==> src/rtl/width_downsizer.sv <==
// width_downsizer: splits each IN_W-bit word into RATIO = IN_W/OUT_W narrow beats.
// Define WIDTH_DOWNSIZER_MSB_ONLY_EN to emit only the top OUT_W bits of each word.
module width_downsizer #(
  parameter int IN_W      = 16,
  parameter int OUT_W     = 8,
  parameter bit MSB_FIRST = 1'b1
) (
  input  logic             clk,
  input  logic             rst,
  input  logic [IN_W-1:0]  s_data,
  input  logic             s_valid,
  output logic             s_ready,
  output logic [OUT_W-1:0] m_data,
  output logic             m_valid,
  input  logic             m_ready,
  output logic             m_last
);

  localparam int RATIO = IN_W / OUT_W;
  localparam int CNT_W = (RATIO > 1) ? $clog2(RATIO) : 1;

  generate
    if ((IN_W % OUT_W) != 0 || RATIO < 2) begin : g_bad_ratio
      $error("width_downsizer: IN_W must be a multiple of OUT_W with a ratio of at least 2");
    end
  endgenerate

  typedef enum logic {
    EMPTY,
    SEND
  } state_t;

  state_t           state;
  logic [IN_W-1:0]  hold;
  logic [CNT_W-1:0] cnt;
  logic [CNT_W-1:0] next_cnt;
  logic             beat_done;
  logic             capture;

  function automatic logic [OUT_W-1:0] slice_of(input logic [IN_W-1:0] word,
                                                input logic [CNT_W-1:0] k);
    int base;
    if (MSB_FIRST) base = IN_W - OUT_W * (int'(k) + 1);
    else           base = OUT_W * int'(k);
    return word[base +: OUT_W];
  endfunction

  assign beat_done = m_valid && m_ready;
  assign next_cnt  = cnt + 1'b1;
  // The final-beat handshake frees the hold register in the same cycle, so a new word can enter.
  assign s_ready   = !rst && (state == EMPTY || (beat_done && m_last));
  assign capture   = s_valid && s_ready;

  always_ff @(posedge clk or posedge rst) begin
    if (rst) begin
      // NOTE: the hold register is reset too, so no stale data survives a mid-word reset.
      state   <= EMPTY;
      hold    <= '0;
      cnt     <= '0;
      m_valid <= 1'b0;
      m_data  <= '0;
      m_last  <= 1'b0;
    end else if (capture) begin
      state   <= SEND;
      hold    <= s_data;
      cnt     <= '0;
      m_valid <= 1'b1;
`ifdef WIDTH_DOWNSIZER_MSB_ONLY_EN
      m_data  <= s_data[IN_W-1 -: OUT_W];
      m_last  <= 1'b1;
`else
      m_data  <= slice_of(s_data, '0);
      m_last  <= 1'b0;
`endif
    end else if (beat_done) begin
      if (m_last) begin
        state   <= EMPTY;
        m_valid <= 1'b0;
      end else begin
        cnt    <= next_cnt;
        m_data <= slice_of(hold, next_cnt);
        m_last <= (next_cnt == CNT_W'(RATIO - 1));
      end
    end
  end

endmodule

==> config.mk <==
export PLATFORM = sky130hd
export DESIGN_NAME = width_downsizer
export DESIGN_NICKNAME = d
export VERILOG_FILES = /design/src/rtl/width_downsizer.sv
export SDC_FILE = /design/constraint.sdc
export NUM_CORES = 1
export LEC_CHECK = 0
export BUFFER_PORTS_ARGS = -buffer_cell sky130_fd_sc_hd__buf_2
export CAP_MARGIN = 20
export CORE_MARGIN = 2
export CORE_UTILIZATION = 51
export DETAILED_ROUTE_END_ITERATION = 6
export PLACE_DENSITY = 0.77
export SYNTH_ARGS = -nofsm -noshare
export SYNTH_HDL_FRONTEND = slang
export SYNTH_SLANG_ARGS = --single-unit
==> constraint.sdc <==
create_clock -name clk -period 1.68 [get_ports clk]
set_clock_uncertainty 0.15 [all_clocks]
set_input_delay 0.252 -clock clk [delete_from_list [all_inputs] [get_ports clk]]
set_output_delay 0.252 -clock clk [all_outputs]
set_load 0.1 [all_outputs]
Word-level counts from Yosys, hierarchy flattened
Cells that the tools add are included.
- $add $sub $neg: 3
- equality and inequality tests: 1
- shift-type cells: 2
- multiplexer cells: 16
- bitwise gates (word level): 1
- reduce and logical (&&, ||, !) cells: 10
- operators with widths (kind ; count):
    2-to-1 mux 32 bit ; 4
    indexed part select 16 x 32 -> 8 bit ; 2
    2-to-1 mux 8 bit ; 3
    2-to-1 mux 1 bit ; 9
    subtractor 5 x 5 -> 6 bit, first input constant ; 1
    logical AND 1 bit ; 4
    AND reduction 2 bit ; 2
    nonzero test 2 bit ; 2
    adder 1 x 1 -> 2 bit, second input constant ; 1
    inequality test 2 x 1 -> 1 bit, second input constant ; 1
    adder 1 bit, second input constant ; 1
    logical NOT 1 bit ; 1
    logical OR 1 bit ; 1
    inverter 1 bit ; 1
- bits in registers: 27
- output and inout bits: 11
- word-level logic and storage cells: 38

Depth between registers and ports, before layout
Gate-level depths: netlist of the first run.
- word-level depth: 10
- depth in mapped cells: 7
- depth with buffers taken out: 4

Least setup slack after synthesis of the first run
OpenSTA, ideal clock, no wires.
- kind: register -> output
- from: reg m_last
- to: out s_ready
- arrival time: 1.985 ns
- data required time: 1.278 ns
- setup slack: -0.707 ns
- cell stages (with the launch flop): 3
- path through: dfrtp_1 -> a21bo_2 -> and2_1
- cells in the longest elaborated chain, start to end: 3
- RTL lines (item ; line ; text):
    start, declared ; 16 ; output logic m_last
    start signal, assigned ; 82 ; m_last <= (next_cnt == CNT_W'(RATIO - 1));
    logical AND 1 bit ; 51 ; assign s_ready = !rst && (state == EMPTY || (beat_done && m_last));
    logical OR 1 bit ; 51 ;
    logical AND 1 bit ; 51 ;
    end, declared ; 12 ; output logic s_ready,
No other way between the ends.

Final worst setup path of the first run
Same ends and word-level chain as after synthesis.

==> results by group, run 1 <==
Detailed routing
  • DR vias: 1076
  • DRT iter0 DRCs: 14
  • DR vias/cell: 5.00
  • WL final: 2570 um
  • Routed Antenna Nets: 0
  • Router iterations before antenna repair: 4
  • Wire per inst: 11.9 um
  • DRC viols: 0

Run status
  • Violated checks: setup timing
  • Status: finished with violations

Worst setup path
  • Crit-path slowest cell: dfrtp_4
  • Critical path startpoint: m_last
  • Crit start category: register
  • Cell family with most CP delay: flip-flops
  • Critical Path Sink Type: output port
  • Data arrival, critical path: 1.34 ns
  • Worst-path fanout max: 4
  • Worst reg2reg path startpoint: m_last
  • Critical path class: reg2out
  • Worst EP required: 1.28 ns
  • Largest stage delay, worst path: 0.50 ns
  • Critical-path cell list: a21bo_4 > and2_4 > buf_12
  • Worst path bufs/invs: 1

Power and ir drop
  • Power Total: 3330 uW
  • Sw Share: 0.523
  • Gate power share: 0.559
  • Seq pwr share: 0.359
  • Internal power: 1590 uW
  • Maximum vdd ir drop: 1.55 mV
  • Clock power frac: 0.082
  • Net switching power figure: 1740 uW
  • Pwr dens: 2010 mW/mm^2
  • Leakage: 0.000840 uW

Synth
  • Register area share after synthesis: 0.544
  • Post-synthesis cell type count: 18
  • Synthesis-stage register bit count: 27
  • Top post-synthesis cells by count: nand2_1 (59), dfrtp_1 (27), nor2_1 (11)
  • Area contributors post-synth: dfrtp_1 (54%), nand2_1 (18%), nor2b_1 (5.0%)
  • Mapped cell area: 0.00124 sq mm
  • Syn Nets: 160
  • EDFF count, synth: 0
  • Top FF cell, synth: dfrtp_1
  • Most numerous cell in the Yosys netlist: nand2_1
  • Yosys top cell by area: dfrtp_1
  • Synth top area share: 0.544
  • Syn_area_per_cell: 8.87 sq um
  • Post-synthesis async set-or-reset flop share: 1.00
  • Mapped Cells: 140
  • Synth warn: 0

Final layout
  • Fin util: 0.733
  • # diodes: 0
  • Layout cells sized above 1: 0.246
  • FF+latch area: 683 sq um
  • Synth-to-layout area growth: 33.0%
  • Multi-input logic area: 517 sq um
  • Layout Nets: 208
  • Fill count: 190

Worst hold path
  • Hold Startpoint: m_ready
  • Min-Delay Path Class: in2reg

Die
  • Die height: 53.4 um
  • Io pins: 31
  • FP Rows: 17
  • Die X: 53.4 um
  • Core ar.: 0.00225 sq mm
  • Die ar.: 0.00285 sq mm
  • Starting Density: 0.551

Clock tree
  • # H-tree levels: 1
  • CTS Buffer Depth: 2
  • CTS sink cnt: 27
  • Root Buffer: clkbuf_4
  • Num CTS Buffers: 3
  • CTS tree: done
  • Clock-pin slew on the worst setup and hold paths: 0.14 ns
  • Worst-Skew Late Latency: 0.31 ns

Global route
  • Initial antenna violation count: 0
  • Grt ovf: 0
  • First-pass GRT wire length: 4430 um
  • Largest net degree at the start of global routing: 28
  • Total global-route track usage: 0.215
  • Number of global-route vias before repair: 1043

Timing
  • FMAX: 574 MHz
  • Relative slew slack: 0.565
  • Fin Hold WS: 0.124 ns
  • Setup violations, final: 1
  • Min Tclk post-route: 1.74 ns
  • Setup TNS: -0.0632 ns
  • RSZ-0062 raised after global routing: true
  • Final WS setup: -0.0632 ns
  • Slew Limit Fails: 0
  • Final Hold Vio Count: 0
  • Slew @ Worst Pin: 0.652 ns
  • Fin crit share: 1.04

Run
  • Max-cap violations: 0

Place
  • Port bufs: 30
  • Final HPWL DP: 1620 um
  • DP Worst Slack: 0.0249 ns
  • RePlAce Congestion: 0.758
registers in the layout, indices dropped and copies added (netlist names):
signal	cells
hold	16
cnt	1
m_data	8
m_last	1
state	1
per-stage QoR:
stage                     instance area [sq um]  instances
final                                      1650        215
after global routing                       1650        215
after CTS                                  1650        214
after detailed placement                   1440        192
after global placement                     1440        192
after floorplan                            1270        140
path summary, 6_finish.rpt:
kind                            slack [ns]  cells after the start   endpoint
worst max-delay path                 -0.06                      3    s_ready
worst min-delay path                  0.12                      3      state
worst max register to register        0.05                      4  m_data[3]
worst min register to register        0.33                      2    hold[7]
max in group asynchronous             0.63                      4     m_last
min in group asynchronous             0.47                      4        cnt
cell type report:
| type | instances | share of cell area |
|---|---|---|
| clock buffer | 4 | 0.0159 |
| tap | 28 | 0.0212 |
| inverter | 2 | 0.00681 |
| sequential | 27 | 0.413 |
| multi-input combinational | 103 | 0.313 |
| timing repair buffer | 51 | 0.230 |
power by group through the flow:
stage / clock [uW] / sequential, uW / combinational (uW)
floorplan: 0 / 1930 / 760
global placement: 0 / 1200 / 1750
detailed placement: 0 / 1220 / 1770
CTS: 281 / 1200 / 1850
global route: 311 / 1240 / 2010
finish: 274 / 1190 / 1860
metal layers:
| layer | global-route usage | wire length (um) | vias up |
|---|---|---|---|
| met5 | 0 | 0 | - |
| met4 | 0.0641 | 21 | 0 |
| met3 | 0.0339 | 80 | 4 |
| met2 | 0.385 | 1280 | 23 |
| met1 | 0.261 | 1190 | 500 |
| li1 | - | - | 549 |
worst min-delay path: stages:
cell and delay [ns]:
buf_2 0.12, a21bo_4 0.14, nand2_1 0.06
layout by cell type (no fill, tap or decap):
| master | count |
|---|---|
| o21ai_0 | 1 |
| dlygate4sd3_1 | 17 |
| buf_2 | 28 |
| buf_4 | 4 |
| and2_4 | 2 |
| clkbuf_1 | 1 |
| a211oi_2 | 1 |
| clkinvlp_4 | 1 |
| dfrtp_1 | 25 |
| nor2_1 | 11 |
| or3_1 | 1 |
| nand2_1 | 59 |
| o22ai_2 | 1 |
| o31ai_1 | 8 |
| nor2b_1 | 10 |
| dfrtp_4 | 2 |
| clkbuf_4 | 3 |
| a211oi_1 | 7 |
| inv_1 | 1 |
| buf_12 | 2 |
| a21bo_4 | 1 |
| a21oi_2 | 1 |
timing repair:
| action | 4_1_cts | 5_1_grt |
|---|---|---|
| endpoints found under the hold margin | 43 | 0 |
| setup endpoints to repair | 1 | 9 |
| resized for setup | 2 | 0 |
| hold buffers | 17 | 0 |
| pin swaps | 2 | 2 |
| buffers inserted | 1 | 1 |
kinds of logic after synthesis:
logic type,count (synthesis),synth area share
flip-flops,27,0.544
buffers and inverters,10,0.0524
AO/OA/AOI/OAI,20,0.125
AND/OR/NAND/NOR,83,0.279
Note: power is estimated with default switching activity, not from simulation.
==> inputs of run 2 (changes only) <==
--- a/config.mk
+++ b/config.mk
@@ -11,6 +11,7 @@
 export CORE_UTILIZATION = 51
 export DETAILED_ROUTE_END_ITERATION = 6
 export PLACE_DENSITY = 0.77
+export SKIP_CTS_REPAIR_TIMING = 1
 export SYNTH_ARGS = -nofsm -noshare
 export SYNTH_HDL_FRONTEND = slang
 export SYNTH_SLANG_ARGS = --single-unit
==> run 2 against run 1 <==
Net effect: the run ends with hold timing, setup timing left; power grew 0.85%; utilization shrank 0.78 points; routed wire length shrank 2.6%; fmax shrank 2.2%; sequential cell count is the same; sequential power is essentially flat; via count shrank 4.3%; highest routed layer unchanged.
==> results by group, run 2 (same netlist as run 1, synthesis figures left out) <==
Final layout
  • Top reg by flops: hold (unchanged)
  • Most common cell after layout, fill and taps aside: nand2_1 (unchanged)
  • # diodes: 0 (unchanged)
  • Layout cells sized above 1: 0.262 (was 0.246)
  • Synth-to-layout area growth: 31.6% (was 33.0%)
  • Commonest cells after routing, fill and taps aside: nand2_1 (59), buf_2 (29), dfrtp_1 (25), dlygate4sd3_1 (14), nor2_1 (11) (was nand2_1 (59), buf_2 (28), dfrtp_1 (25), dlygate4sd3_1 (17), nor2_1 (11))
  • Largest registers: hold (16), m_data (8) (unchanged)
  • Fin util: 0.725 (was 0.733)
  • Layout Nets: 204 (was 208)
  • Max reg flops: 16 (unchanged)

Die
  • Core ar.: 0.00225 sq mm (unchanged)
  • Die X: 53.4 um (unchanged)
  • Die ar.: 0.00285 sq mm (unchanged)
  • Starting Density: 0.551 (unchanged)
  • Die height: 53.4 um (unchanged)
  • Io pins: 31 (unchanged)
  • FP Rows: 17 (unchanged)

Detailed routing
  • DRT iter0 DRCs: 12 (was 14)
  • DRC viols: 0 (unchanged)
  • WL final: 2500 um (was 2570 um)
  • Wire per inst: 11.8 um (was 11.9 um)
  • DR vias: 1030 (was 1076)
  • Routed Antenna Nets: 0 (unchanged)
  • Router iterations before antenna repair: 4 (unchanged)
  • DR vias/cell: 4.88 (was 5.00)

Global route
  • Grt ovf: 0 (unchanged)
  • Initial antenna violation count: 0 (unchanged)
  • Largest net degree at the start of global routing: 28 (unchanged)
  • First-pass GRT wire length: 4020 um (was 4430 um)
  • Number of global-route vias before repair: 916 (was 1043)
  • Total global-route track usage: 0.194 (was 0.215)

Worst setup path
  • R2R setup slack: 0.07 ns (was 0.05 ns)
  • Critical-path cell list: a21bo_4 > and2_4 > buf_12 (unchanged)
  • Worst EP required: 1.28 ns (about the same)
  • Crit start category: register (unchanged)
  • Data arrival, critical path: 1.38 ns (was 1.34 ns)
  • Critical Path Sink Type: output port (unchanged)
  • Crit-path slowest cell: dfrtp_4 (unchanged)
  • Largest stage delay, worst path: 0.53 ns (was 0.50 ns)
  • Worst-path fanout max: 5 (was 4)
  • Critical path class: reg2out (unchanged)

Run
  • Max-cap violations: 0 (unchanged)

Clock tree
  • Worst-Skew Late Latency: 0.32 ns (was 0.31 ns)
  • Num CTS Buffers: 3 (unchanged)
  • # H-tree levels: 1 (unchanged)
  • Clock-pin slew on the worst setup and hold paths: 0.14 ns (about the same)
  • CTS sink cnt: 27 (unchanged)
  • CTS Buffer Depth: 2 (unchanged)
  • CTS tree: done (unchanged)
  • Root Buffer: clkbuf_4 (unchanged)

Timing
  • FMAX: 561 MHz (was 574 MHz)
  • Final Hold Vio Count: 3 (was 0)
  • Slew Limit Fails: 0 (unchanged)
  • Fin crit share: 1.06 (was 1.04)
  • Relative slew slack: 0.573 (was 0.565)
  • Min Tclk post-route: 1.78 ns (was 1.74 ns)
  • Setup TNS: -0.102 ns (was -0.0632 ns)
  • Fin Hold WS: -0.0129 ns (was 0.124 ns)
  • RSZ-0062 raised after global routing: true (unchanged)
  • Setup violations, final: 1 (unchanged)
  • Slew @ Worst Pin: 0.641 ns (was 0.652 ns)
  • Final WS setup: -0.102 ns (was -0.0632 ns)

Place
  • Final HPWL DP: 1620 um (unchanged)
  • Port bufs: 30 (unchanged)
  • DP Worst Slack: 0.0249 ns (unchanged)
  • RePlAce Congestion: 0.758 (unchanged)

Power and ir drop
  • Leakage: 0.000823 uW (was 0.000840 uW)
  • Power Total: 3350 uW (was 3330 uW)
  • Pwr dens: 2050 mW/mm^2 (was 2010 mW/mm^2)
  • Maximum vdd ir drop: 1.54 mV (was 1.55 mV)

Worst hold path
  • Min-Delay Path Class: in2reg (unchanged)

Run status
  • Status: finished with violations (unchanged)
  • Violated checks: hold timing, setup timing (was setup timing)
run 2: cell count changes in the layout (fill, tap and decap cells not counted), sizes merged:
cell,before,now
dlygate4sd3,17,14
buf,34,33
run 2: final timing paths:
| path | to | startpoint | depth (start not counted) |
|---|---|---|---|
| max | s_ready | m_last | 3 |
| min | hold[9] | s_data[9] | 3 |
| max reg2reg | m_data[0] | m_last | 4 |
| min reg2reg | hold[1] | hold[1] | 2 |
| max in group asynchronous | m_last | rst | 4 |
| min in group asynchronous | hold[12] | rst | 4 |
run 2: through the flow:
| step | cells | instance area (sq um) |
|---|---|---|
| detailed placement | 192 | 1440 |
| global route | 211 | 1640 |
| finish | 211 | 1640 |
| floorplan | 140 | 1270 |
| global placement | 192 | 1440 |
| CTS | 196 | 1460 |
run 2: per-layer routing:
layer,vias to the layer above,routed length (um),global-route usage,part of all wire
met5,-,0,0,0
met4,0,13,0.0641,0.0052
met3,2,62,0.0339,0.025
met2,17,1220,0.323,0.49
met1,469,1210,0.252,0.48
li1,542,-,-,-
run 2: final cells by class:
type | count | area (sq um)
fillers | 193 | 619
flip-flops and latches | 27 | 683
repair buffers | 47 | 340
well taps | 28 | 35.0
clock buffers | 4 | 26.3
inverters | 2 | 11.3
multi-input cells | 103 | 539
run 2: report_power, final:
group          internal, uW  leakage (uW)  switching, uW  total [uW]
Sequential              972      0.000334            242        1210
Clock                  92.8     0.0000150            186         279
Combinational           520      0.000474           1340        1860
Total                  1590      0.000823           1770        3350
run 2: critical path: cells and delay by family, from the launching register on:
family | cells | cell delay [ns]
buf+inv | 1 | 0.16
compound gates | 1 | 0.24
simple gates | 1 | 0.14
flops | 1 | 0.53
